`config.mk`:
```
export PLATFORM = sky130hd
export DESIGN_NAME = signed_multi_operand_accumulator_flat
export DESIGN_NICKNAME = d
export VERILOG_FILES = /design/src/rtl/signed_multi_operand_accumulator_if.sv /design/src/rtl/signed_multi_operand_accumulator.sv /design/src/flat_wrapper.sv
export SDC_FILE = /design/constraint.sdc
export NUM_CORES = 1
export LEC_CHECK = 0
export CAP_MARGIN = 0
export CORE_MARGIN = 4
export CORE_UTILIZATION = 39
export DETAILED_ROUTE_END_ITERATION = 12
export MAX_ROUTING_LAYER = met4
export PLACE_DENSITY = 0.68
export SLEW_MARGIN = 20
export SYNTH_ARGS = -nofsm -noshare
export SYNTH_HDL_FRONTEND = slang
export SYNTH_SLANG_ARGS = --single-unit
```
`constraint.sdc`:
```
create_clock -name clk -period 3.6 [get_ports clk]
set_input_delay 0.72 -clock clk [delete_from_list [all_inputs] [get_ports clk]]
set_output_delay 0.72 -clock clk [all_outputs]
set_load 0.01 [all_outputs]
```
`src/rtl/signed_multi_operand_accumulator_if.sv`:
```
// Operand/result stream bundle for signed_multi_operand_accumulator.
// Valid/ready: a beat transfers on a rising edge where valid and ready are both 1; a source holds valid and its data until then.
interface signed_multi_operand_accumulator_if #(
    parameter int WIDTH   = 8,
    parameter int NUM_OPS = 4
);
    localparam int ACC_W = WIDTH + $clog2(NUM_OPS);

    logic             sat_mode;
    logic             in_valid;
    logic             in_ready;
    logic [WIDTH-1:0] in_data;
    logic             out_valid;
    logic             out_ready;
    logic [ACC_W-1:0] sum_full;
    logic [WIDTH-1:0] sum;
    logic             overflow;

    modport master (
        output sat_mode, in_valid, in_data, out_ready,
        input  in_ready, out_valid, sum_full, sum, overflow
    );

    modport slave (
        input  sat_mode, in_valid, in_data, out_ready,
        output in_ready, out_valid, sum_full, sum, overflow
    );
endinterface

```
`src/rtl/signed_multi_operand_accumulator.sv`:
```
// Streaming signed adder: sums NUM_OPS operands exactly, then presents one
// wrapped or saturated narrow result with an overflow flag.
module signed_multi_operand_accumulator #(
    parameter int WIDTH   = 8,
    parameter int NUM_OPS = 4
) (
    input  logic clk,
    input  logic rst,
    signed_multi_operand_accumulator_if.slave bus,
    output logic state_dbg
);
    localparam int ACC_W = WIDTH + $clog2(NUM_OPS);
    localparam int CNT_W = $clog2(NUM_OPS);

    typedef enum logic {
        ACCUM = 1'b0,
        OUT   = 1'b1
    } state_t;

    state_t                  state;
    state_t                  state_nxt;
    logic [CNT_W-1:0]        cnt;
    logic signed [ACC_W-1:0] acc;
    logic signed [ACC_W-1:0] operand_ext;
    logic signed [ACC_W-1:0] acc_nxt;
    logic [ACC_W-WIDTH:0]    top_bits;
    logic                    mode_q;
    logic                    mode_eff;
    logic                    accept;
    logic                    first;
    logic                    last;
    logic                    ovf_nxt;
    logic [WIDTH-1:0]        sum_nxt;

    assign state_dbg = state;

    always_ff @(posedge clk) begin
        if (rst) state <= ACCUM;
        else     state <= state_nxt;
    end

    // in_ready/out_valid depend on state only, so no input-to-output path exists.
    always_comb begin
        state_nxt     = state;
        bus.in_ready  = 1'b0;
        bus.out_valid = 1'b0;
        case (state)
            ACCUM: begin
                bus.in_ready = 1'b1;
                if (accept && last) state_nxt = OUT;
            end
            OUT: begin
                bus.out_valid = 1'b1;
                if (bus.out_ready) state_nxt = ACCUM;
            end
            default: state_nxt = ACCUM;
        endcase
    end

    assign accept      = bus.in_valid && (state == ACCUM);
    assign first       = (cnt == '0);
    assign last        = (cnt == CNT_W'(NUM_OPS - 1));
    assign operand_ext = {{(ACC_W-WIDTH){bus.in_data[WIDTH-1]}}, bus.in_data};
    assign acc_nxt     = first ? operand_ext : acc + operand_ext;
    assign mode_eff    = first ? bus.sat_mode : mode_q;

    // Narrow result fits only when every bit from the narrow sign bit upward agrees.
    assign top_bits = acc_nxt[ACC_W-1:WIDTH-1];
    assign ovf_nxt  = !((&top_bits) || !(|top_bits));

    always_comb begin
        sum_nxt = acc_nxt[WIDTH-1:0];
        if (mode_eff && ovf_nxt) begin
            if (acc_nxt[ACC_W-1]) sum_nxt = {1'b1, {(WIDTH-1){1'b0}}};
            else                  sum_nxt = {1'b0, {(WIDTH-1){1'b1}}};
        end
    end

    always_ff @(posedge clk) begin
        if (rst) begin
            cnt          <= '0;
            acc          <= '0;
            mode_q       <= 1'b0;
            bus.sum_full <= '0;
            bus.sum      <= '0;
            bus.overflow <= 1'b0;
        end else if (accept) begin
            acc <= acc_nxt;
            if (first) mode_q <= bus.sat_mode;
            if (last) begin
                cnt          <= '0;
                bus.sum_full <= acc_nxt;
                bus.sum      <= sum_nxt;
                bus.overflow <= ovf_nxt;
            end else begin
                cnt <= cnt + 1'b1;
            end
        end
    end
endmodule

```
`src/flat_wrapper.sv`:
```
// flat-port wrapper written by rule: the top's interface ports become plain ports
module signed_multi_operand_accumulator_flat 
#(
    parameter int WIDTH   = 8,
    parameter int NUM_OPS = 4
)
  (clk, rst, state_dbg, bus_sat_mode, bus_in_valid, bus_in_data, bus_out_ready, bus_in_ready, bus_out_valid, bus_sum_full, bus_sum, bus_overflow);
  signed_multi_operand_accumulator_if #(.WIDTH(WIDTH), .NUM_OPS(NUM_OPS)) bus_i ();
  input  logic clk;
  input  logic rst;
  output logic state_dbg;
  input wire logic [$bits(bus_i.sat_mode)-1:0] bus_sat_mode;
  input wire logic [$bits(bus_i.in_valid)-1:0] bus_in_valid;
  input wire logic [$bits(bus_i.in_data)-1:0] bus_in_data;
  input wire logic [$bits(bus_i.out_ready)-1:0] bus_out_ready;
  output wire logic [$bits(bus_i.in_ready)-1:0] bus_in_ready;
  output wire logic [$bits(bus_i.out_valid)-1:0] bus_out_valid;
  output wire logic [$bits(bus_i.sum_full)-1:0] bus_sum_full;
  output wire logic [$bits(bus_i.sum)-1:0] bus_sum;
  output wire logic [$bits(bus_i.overflow)-1:0] bus_overflow;
  assign bus_i.sat_mode = bus_sat_mode;
  assign bus_i.in_valid = bus_in_valid;
  assign bus_i.in_data = bus_in_data;
  assign bus_i.out_ready = bus_out_ready;
  assign bus_in_ready = bus_i.in_ready;
  assign bus_out_valid = bus_i.out_valid;
  assign bus_sum_full = bus_i.sum_full;
  assign bus_sum = bus_i.sum;
  assign bus_overflow = bus_i.overflow;
  signed_multi_operand_accumulator #(.WIDTH(WIDTH), .NUM_OPS(NUM_OPS)) u_core (.clk(clk), .rst(rst), .bus(bus_i), .state_dbg(state_dbg));
endmodule
```
* Word-level counts from Yosys, hierarchy flattened *
Index checks and enable logic that the tools add are counted.

operators by class
  eq/ne operators = 1
  multiplexer cells = 10
  bitwise logic cells = 1
  reduce and logical (&&, ||, !) cells = 10
  add/sub/neg operators = 2

operators by type and width
  operator                                     number
  2-to-1 mux 8 bit                             2
  adder 10 x 8 -> 10 bit                       1
  2-to-1 mux 10 bit                            1
  2-to-1 mux 1 bit                             5
  logical AND 1 bit                            3
  AND reduction 3 bit                          1
  OR reduction 3 bit                           1
  adder 2 x 1 -> 2 bit, second input constant  1
  == test 2 bit, second input constant         1
  zero test 1 bit                              2
  zero test 2 bit                              1
  2-to-1 mux 2 bit                             1
  case mux 1 bit (2 select lines)              1
  AND reduction 2 bit                          1
  logical OR 1 bit                             1
  inverter 1 bit                               1

storage, ports and cells
  bits in registers = 33
  output and inout bits = 22
  bits of input ports = 13
  logic and storage cells = 31

* Longest topological paths before layout *
Gate-level depths: netlist of run 1.

  depth after elaboration = 8
  depth in mapped cells = 11
  mapped depth without buffers = 11

* Worst setup path before layout of run 1 *
OpenSTA, ideal clock, no wires.

  path kind = input port to flip-flop
  start = input port bus_in_data[0]
  end = register u_core.bus.sum[6]
  arrival = 2689 ps
  setup slack = 796 ps
  data required time = 3485 ps
  library setup time = 115 ps
  buffers on the path = 0
  stages on the path = 11
  path through = ha_1 > inv_1 > fa_1 > nand2b_1 > a211oi_1 > o31a_1 > o211ai_1 > o211ai_1 > and2_1 > o21ai_0 > o21a_1

between the ends
  cells in the longest elaborated chain, start to end = 8
  elaborated cells on any way between the ends = 10
  those cells by class = add/sub: 1; mux: 3; reduce/logical: 6

ends and longest elaborated chain
  what                      line                                       text
  start: declaration        flat_wrapper.sv:14                         input wire logic [$bits(bus_i.in_data)-1:0] bus_in_data;
  adder 10 x 8 -> 10 bit *  signed_multi_operand_accumulator.sv:64     assign acc_nxt = first ? operand_ext : acc + operand_ext;
  2-to-1 mux 10 bit *       signed_multi_operand_accumulator.sv:64
  OR reduction 3 bit        signed_multi_operand_accumulator.sv:69     assign ovf_nxt = !((&top_bits) || !(|top_bits));
  zero test 1 bit           signed_multi_operand_accumulator.sv:69
  logical OR 1 bit          signed_multi_operand_accumulator.sv:69
  zero test 1 bit           signed_multi_operand_accumulator.sv:69
  logical AND 1 bit         signed_multi_operand_accumulator.sv:73     if (mode_eff && ovf_nxt) begin
  2-to-1 mux 8 bit *        signed_multi_operand_accumulator.sv:73
  end signal: assignment    signed_multi_operand_accumulator.sv:93     bus.sum <= sum_nxt;
  end: declaration          signed_multi_operand_accumulator_if.sv:26  output in_ready, out_valid, sum_full, sum, overflow

Mark *: on every way between the ends. The rest lies on a longest branch, timed or not.
A chain may end at the register's enable or synchronous reset.

* Worst setup path in the final report of run 1 *
Ends and elaborated chain as after synthesis.

==> results of run 1 <==
## report_power, final
| group | switching, mW | internal, mW | leakage, nW | total, mW |
|---|---|---|---|---|
| clock network | 0.135 | 0.173 | 0.0542 | 0.308 |
| logic | 0.136 | 0.100 | 0.599 | 0.236 |
| registers | 0.00998 | 0.380 | 0.269 | 0.390 |
## worst reg2reg max path, stage by stage, from the launching register on
cell      delay, ps
dfxtp_1         340
ha_1            190
inv_1            60
fa_1            390
nand2b_1        180
a211oi_1        320
o31a_1          220
o211ai_1        130
o211ai_1        310
and2_1          190
o21ai_0          80
o21a_1          200
## worst paths after layout
kind / to / slack (ps)
hold reg to reg: u_core.bus.sum_full[7] / 460
setup / recovery: u_core.bus.sum[6] / 310
setup reg to reg: u_core.bus.sum[6] / 890
hold / removal: u_core.bus.sum_full[7] / 460
## cell usage in the layout, fill, tap and decap left out, types with 2 or more instances in the layout
cell	netlist	routed
nand2_1	34	34
clkdlybuf4s50_1	0	34
dfxtp_1	33	33
nor2_1	31	31
a21oi_1	17	17
o21ai_0	15	15
a211oi_1	15	15
ha_1	11	11
inv_1	8	8
nand3_1	8	8
a31oi_1	7	7
clkbuf_8	0	7
mux2i_1	6	6
nand2b_1	5	5
nor3_1	5	5
o21a_1	4	4
nor2b_1	4	4
buf_4	1	4
o211ai_1	3	3
o31a_1	2	2
and2_1	2	2
a21o_1	2	2
o31ai_1	2	2
## metal layers
layer	wire length [um]	part of all wire [%]
met2	2230	46
met3	162	3.3
met5	0	0
met1	2460	50
met4	34	0.70
## per-stage QoR
step / util [%] / power [mW] / area (um2) / setup slack [ps] / hold WS (ps)
2_1_floorplan: - / 0.567 / 1970 / 796 / 440
3_5_place_dp: 48.8 / 0.633 / 2350 / 30.8 / 450
3_3_place_gp: 48.8 / 0.629 / 2350 / 76.7 / 445
4_1_cts: 50.9 / 0.942 / 2450 / 304 / 459
6_report: 50.9 / 0.934 / 2450 / 305 / 456
5_1_grt: 50.9 / 0.994 / 2450 / 136 / 483
## cells by family after synthesis
logic type | Yosys count | share of synthesized area [%]
multiplexers | 6 | 3.04
buffers and inverters | 25 | 5.45
adder cells (fa/ha/maj) | 12 | 7.98
XOR/XNOR | 2 | 1.58
AO/OA/AOI/OAI | 76 | 25.8
flip-flops | 33 | 33.5
AND/OR/NAND/NOR | 98 | 22.7
## area by class of cell
class | count | area share, %
Sequential cell | 33 | 26.9
Clock buffer | 7 | 3.93
Timing Repair Buffer | 38 | 15.1
Tap cell | 67 | 3.42
Multi-Input combinational cell | 194 | 49.2
Clock inverter | 1 | 0.204
Inverter | 8 | 1.22
## state kept, by name, indices dropped and copies added (netlist names)
signal,flops
u_core.bus.sum_full,10
u_core.mode_q,1
u_core.cnt,2
u_core.acc,10
u_core.state_dbg,1
u_core.bus.overflow,1
u_core.bus.sum,8
==> metrics.md, run 1 <==
| Metric | Value |
|---|---|
| Clock buffer depth | 2 |
| Reg2reg path depth | 11 |
| Cell with the largest stage delay on the worst path | clkdlybuf4s50_1 |
| Post-synthesis sequential area ratio | 33.5% |
| Detailed Routing Iterations Pass 1 | 4 |
| CP peak stage delay | 480 ps |
| Synth cell count leaders | nand2_1, dfxtp_1, nor2_1 |
| Routed WL | 4.89 mm |
| Synth Register Bits | 33 |
| Top cell type by total area after synthesis | dfxtp_1 |
| Initial antenna violation count | 0 |
| Post-Syn Area | 1970 um2 |
| Hold buffer count at cts | 0 |
| Syn avg cell area | between 7 and 8 um2 |
| Drt wl/cell | 14.0 um |
| Synth cell types | 46 |
| Worst path depth | 12 |
| Global-route wire length before repair | 8.11 mm |
| Most common cell in the netlist | nand2_1 |
| # fillers | 498 |
| Critical path class | input pin to flop |
| H-tree levels | 2 |
| Max Cap Viol | 0 |
| Die ar. | 6260 um2 |
| Setup crit start kind | input pin |
| Syn Inst Count | 252 |
| Pin count of the biggest net entering global routing | 22 |
| Die width | 79.2 um |
| Relative slew margins | 52.9% |
| Top_reg_cell synth | dfxtp_1 |
| EDFF count, synth | 0 |
| Core area | 4820 um2 |
| Met1 global-route usage | 22.6% |
| Worst Setup SP | bus_in_data[0] |
| Grt met2 use | about 25% |
| Cell Count, Final, Fillers Out | 348 |
| Gr busiest metal | met2 |
| Final GP Congestion | 0.848 |
| Hold_sp | u_core.bus.sum_full[7] |
| Worst skew pair latency | 280 ps |
| Post-layout min period | 3290 ps |
| Clock transition at path regs | 60 ps |
| ANT nets after route | 0 |
| Drt initial violations | 109 |
| CP Data Arrival Time | 3470 ps |
| Worst Tran Pin Value | 706 ps |
| CP Max Fanout | 3 |
| Final setup fails | 0 |
| Worst setup EP type | flop |
| Final hold viol count | 0 |
| Via-to-Cell Ratio | approximately 5.4 |
| Num CTS Buffers | 5 |
| Synth top area share | 33.5% |
| Clock sink count | 33 |
| GR Overflow Total | 0 |
| Fin Setup TNS | 0 ps |
| CP top delay family | compound AO/OA/AOI/OAI gates |
| Layout Area Growth over Synthesis | 24.2% |
| Synth top area cells | dfxtp_1, ha_1, nand2_1 |
| CTS root buf | clkbuf_8 |
| Clock Skew | 9.36 ps |
| Synth warn | 0 |
| RSZ-0062 raised after global routing | no |
| Post-synth ARST share | 0% |
| Row Count | 25 |
| PortBufs | 34 |
| Post-Syn Nets | between 200 and 300 |
| Antenna fix cells | 0 |
| Buf/Inv on CP | 2 |
| Nets | around 310 |
| Max Transition Viols Final | 0 |
| Pwr Density | 381 nW/um2 |
| Worst Hold Class | flop to flop |
| CP Cell Sequence | clkdlybuf4s50_1, ha_1, inv_1, fa_1, nand2b_1, a211oi_1, o31a_1, o211ai_1, o211ai_1, and2_1, o21ai_0, o21a_1 |
| Io pins | 35 |
| Initial core utilization | approximately two fifths |
| CTS tree | done |
| Leakage | 0.922 nW |
| Most frequent CP cell | o211ai_1 |
| Status | finished clean |
| Hold depth | 2 |
| M3 GR Usage | 3.74% |
| GRT Util Overall | 16.7% |
| Peak VDD IR | 0.276 mV |
| Vias in the first global route | 1656 |
| Placed Instances | 340 |
| Number of remaining DRC errors | 0 |
| Post-CTS sizing | 0 |
| Postcts setup bufs | 0 |
| Area of the multi-input gates | around 1200 um2 |
| Reg2reg start | u_core.acc[0] |
| Ratio of cells with drive above 1 in the final layout | 6.41% |
| Die H | 79.2 um |
| FF+latch area | approximately 660 um2 |
| CP required | 3770 ps |
| Fmax | 304 MHz |
| Via count | between 1500 and 2000 |
| Final HPWL DP | between 3 and 4 mm |
| Tcrit/Tclk final | 91.5% |
No activity file was read; power rests on OpenSTA's default activity.
==> inputs of run 2 (changes only) <==
- CTS_CLUSTER_SIZE: default -> 24
==> results of run 2 <==
The final DEF is identical to that of run 1; final timing and power are the same.
==> inputs of run 3 (changes only) <==
- clock period: 3.6 -> 3.74 ns (I/O delays scaled with it)
==> metrics.md, run 3 (synthesis gave the netlist of run 1 again) <==
| Metric | Value |
|---|---|
| PortBufs | 34 (unchanged) |
| Post-layout min period | 3350 ps |
| Initial antenna violation count | 0 (unchanged) |
| Top Registers | u_core.acc x10, u_core.bus.sum_full x10, u_core.bus.sum x8 |
| GRT Util Overall | 17.3% (+0.64 points) |
| Core area | 4820 um2 (unchanged) |
| CP top delay family | compound AO/OA/AOI/OAI gates |
| CP required | 3950 ps (+180 ps) |
| Pin count of the biggest net entering global routing | 22 (unchanged) |
| Vias in the first global route | 1820 (+9.9%) |
| Via count | 1865 (-0.37%) |
| Postcts setup bufs | 0 (unchanged) |
| Final hold viol count | 0 (unchanged) |
| Row Count | 25 (unchanged) |
| Nets | 305 (unchanged) |
| Cell with the largest stage delay on the worst path | clkdlybuf4s50_1 |
| Finished Cell Area | 2480 um2 (+1.3%) |
| CP Cell Sequence | clkdlybuf4s50_1, ha_1, inv_1, fa_1, nand2b_1, a211oi_1, nor4_1, o31ai_1, o2111a_2, a22o_4, nand2b_1, a31oi_1 |
| Die ar. | 6260 um2 (unchanged) |
| Worst setup EP type | flop |
| Max Cap Viol | 0 (unchanged) |
| Final setup fails | 0 (unchanged) |
| Initial core utilization | 41.0% (unchanged) |
| Max Transition Viols Final | 0 (unchanged) |
| H-tree levels | 2 (unchanged) |
| Worst Hold Class | flop to flop |
| Clock transition at path regs | 70 ps (about the same) |
| Die H | 79.2 um (unchanged) |
| R2r setup slk | 1010 ps (+120 ps) |
| Relative slew margins | 56.2% (+3.3 points) |
| Antenna fix cells | 0 (unchanged) |
| Peak VDD IR | 0.261 mV (-5.4%) |
| Clock Skew | 5.88 ps (-3.48 ps) |
| Hold buffer count at cts | 0 (unchanged) |
| CP Max Fanout | 5 (+2) |
| Clock buffer depth | 2 (unchanged) |
| CP Data Arrival Time | 3560 ps (+90 ps) |
| Detailed Routing Iterations Pass 1 | 4 (unchanged) |
| Status | finished clean |
| Layout Area Growth over Synthesis | 25.9% |
| Via-to-Cell Ratio | 5.36 (-0.37%) |
| Worst Tran Pin Value | 657 ps (-49.3 ps) |
| Io pins | 35 (unchanged) |
| Number of remaining DRC errors | 0 (unchanged) |
| Final GP Congestion | 0.836 (-1.5%) |
| Num CTS Buffers | 5 (unchanged) |
| Fin Setup TNS | 0 ps (unchanged) |
| Worst skew pair latency | 290 ps (about the same) |
| Cell Count, Final, Fillers Out | 348 (unchanged) |
| CTS root buf | clkbuf_8 |
| Final HPWL DP | 3.65 mm (-0.16%) |
| Pwr Density | 403 nW/um2 (+5.9%) |
| Leakage | 0.936 nW (+1.5%) |
| CTS tree | done |
| Placed Instances | 340 (unchanged) |
| Die width | 79.2 um (unchanged) |
| GR Overflow Total | 0 (unchanged) |
| Post-CTS sizing | 0 (unchanged) |
| Fmax | ~300 MHz |
| Critical path class | input pin to flop |
| CP peak stage delay | 480 ps (about the same) |
| Placed Area | 2350 um2 (unchanged) |
| Most frequent CP cell | nand2b_1 |
| Buf/Inv on CP | 2 (unchanged) |
| RSZ-0062 raised after global routing | no |
| Tcrit/Tclk final | 89.5% |
| Ratio of cells with drive above 1 in the final layout | 6.41% (unchanged) |
| Setup crit start kind | input pin |
| Global-route wire length before repair | 8.49 mm (+4.7%) |
| Drt wl/cell | 14.1 um (+0.61%) |
| Clock sink count | 33 (unchanged) |
| ANT nets after route | 0 (unchanged) |
| Routed WL | 4.92 mm (+0.61%) |
| # fillers | 492 (-1.2%) |
| Most frequent cells in the layout | nand2_1, clkdlybuf4s50_1, dfxtp_1, nor2_1, a21oi_1 |
| Drt initial violations | 112 (+2.8%) |
run 3: through the flow:
| step | hold slack, ps | setup WS (ps) | power, mW | utilization (%) |
|---|---|---|---|---|
| 3_3_place_gp | 445 | 190 | 0.606 | 48.8 |
| 2_1_floorplan | 440 | 908 | 0.546 | - |
| 6_report | 460 | 391 | 1.00 | 51.6 |
| 5_1_grt | 507 | 160 | 1.05 | 51.6 |
| 4_1_cts | 461 | 398 | 1.00 | 51.6 |
| 3_5_place_dp | 451 | 116 | 0.608 | 48.8 |
run 3: path summary, 6_finish.rpt:
check                                             from                      to  depth (start not counted)
worst max-delay path                    bus_in_data[0]       u_core.bus.sum[1]                         12
worst max register to register           u_core.acc[0]       u_core.bus.sum[1]                         11
worst min-delay path            u_core.bus.sum_full[7]  u_core.bus.sum_full[7]                          2
worst min register to register  u_core.bus.sum_full[7]  u_core.bus.sum_full[7]                          2
run 3: final cells by class:
type	count	area, um2	share of cell area, %
multi-input combinational	194	1210	48.5
clock buffer	5	68.8	2.77
timing repair buffer	38	370	14.9
inverter	8	30.0	1.21
tap	67	83.8	3.37
sequential	33	661	26.6
clock inverter	3	65.1	2.62
run 3: power by group:
| part | switching, mW | total (mW) | internal (mW) | leakage [nW] |
|---|---|---|---|---|
| combinational | 0.130 | 0.226 | 0.0967 | 0.599 |
| clock | 0.135 | 0.400 | 0.265 | 0.0681 |
| sequential | 0.00965 | 0.375 | 0.366 | 0.269 |
run 3: metal layers:
layer  global-route usage (%)  up-vias  part of all wire [%]
li1                         -      960                     -
met1                     21.7      850                    48
met2                     27.7       48                    45
met3                     3.85        7                   5.2
met4                     5.84        0                   1.3
met5                        -        -                     0
run 3: worst register-to-register path, delay by kind of cell, from the launching register on:
kind / cells / cell delay [ps]
AND/OR/NAND/NOR: 3 / 380
flip-flops: 1 / 330
buffers and inverters: 1 / 60
adder cells (fa/ha/maj): 2 / 580
AO/OA/AOI/OAI: 5 / 1290
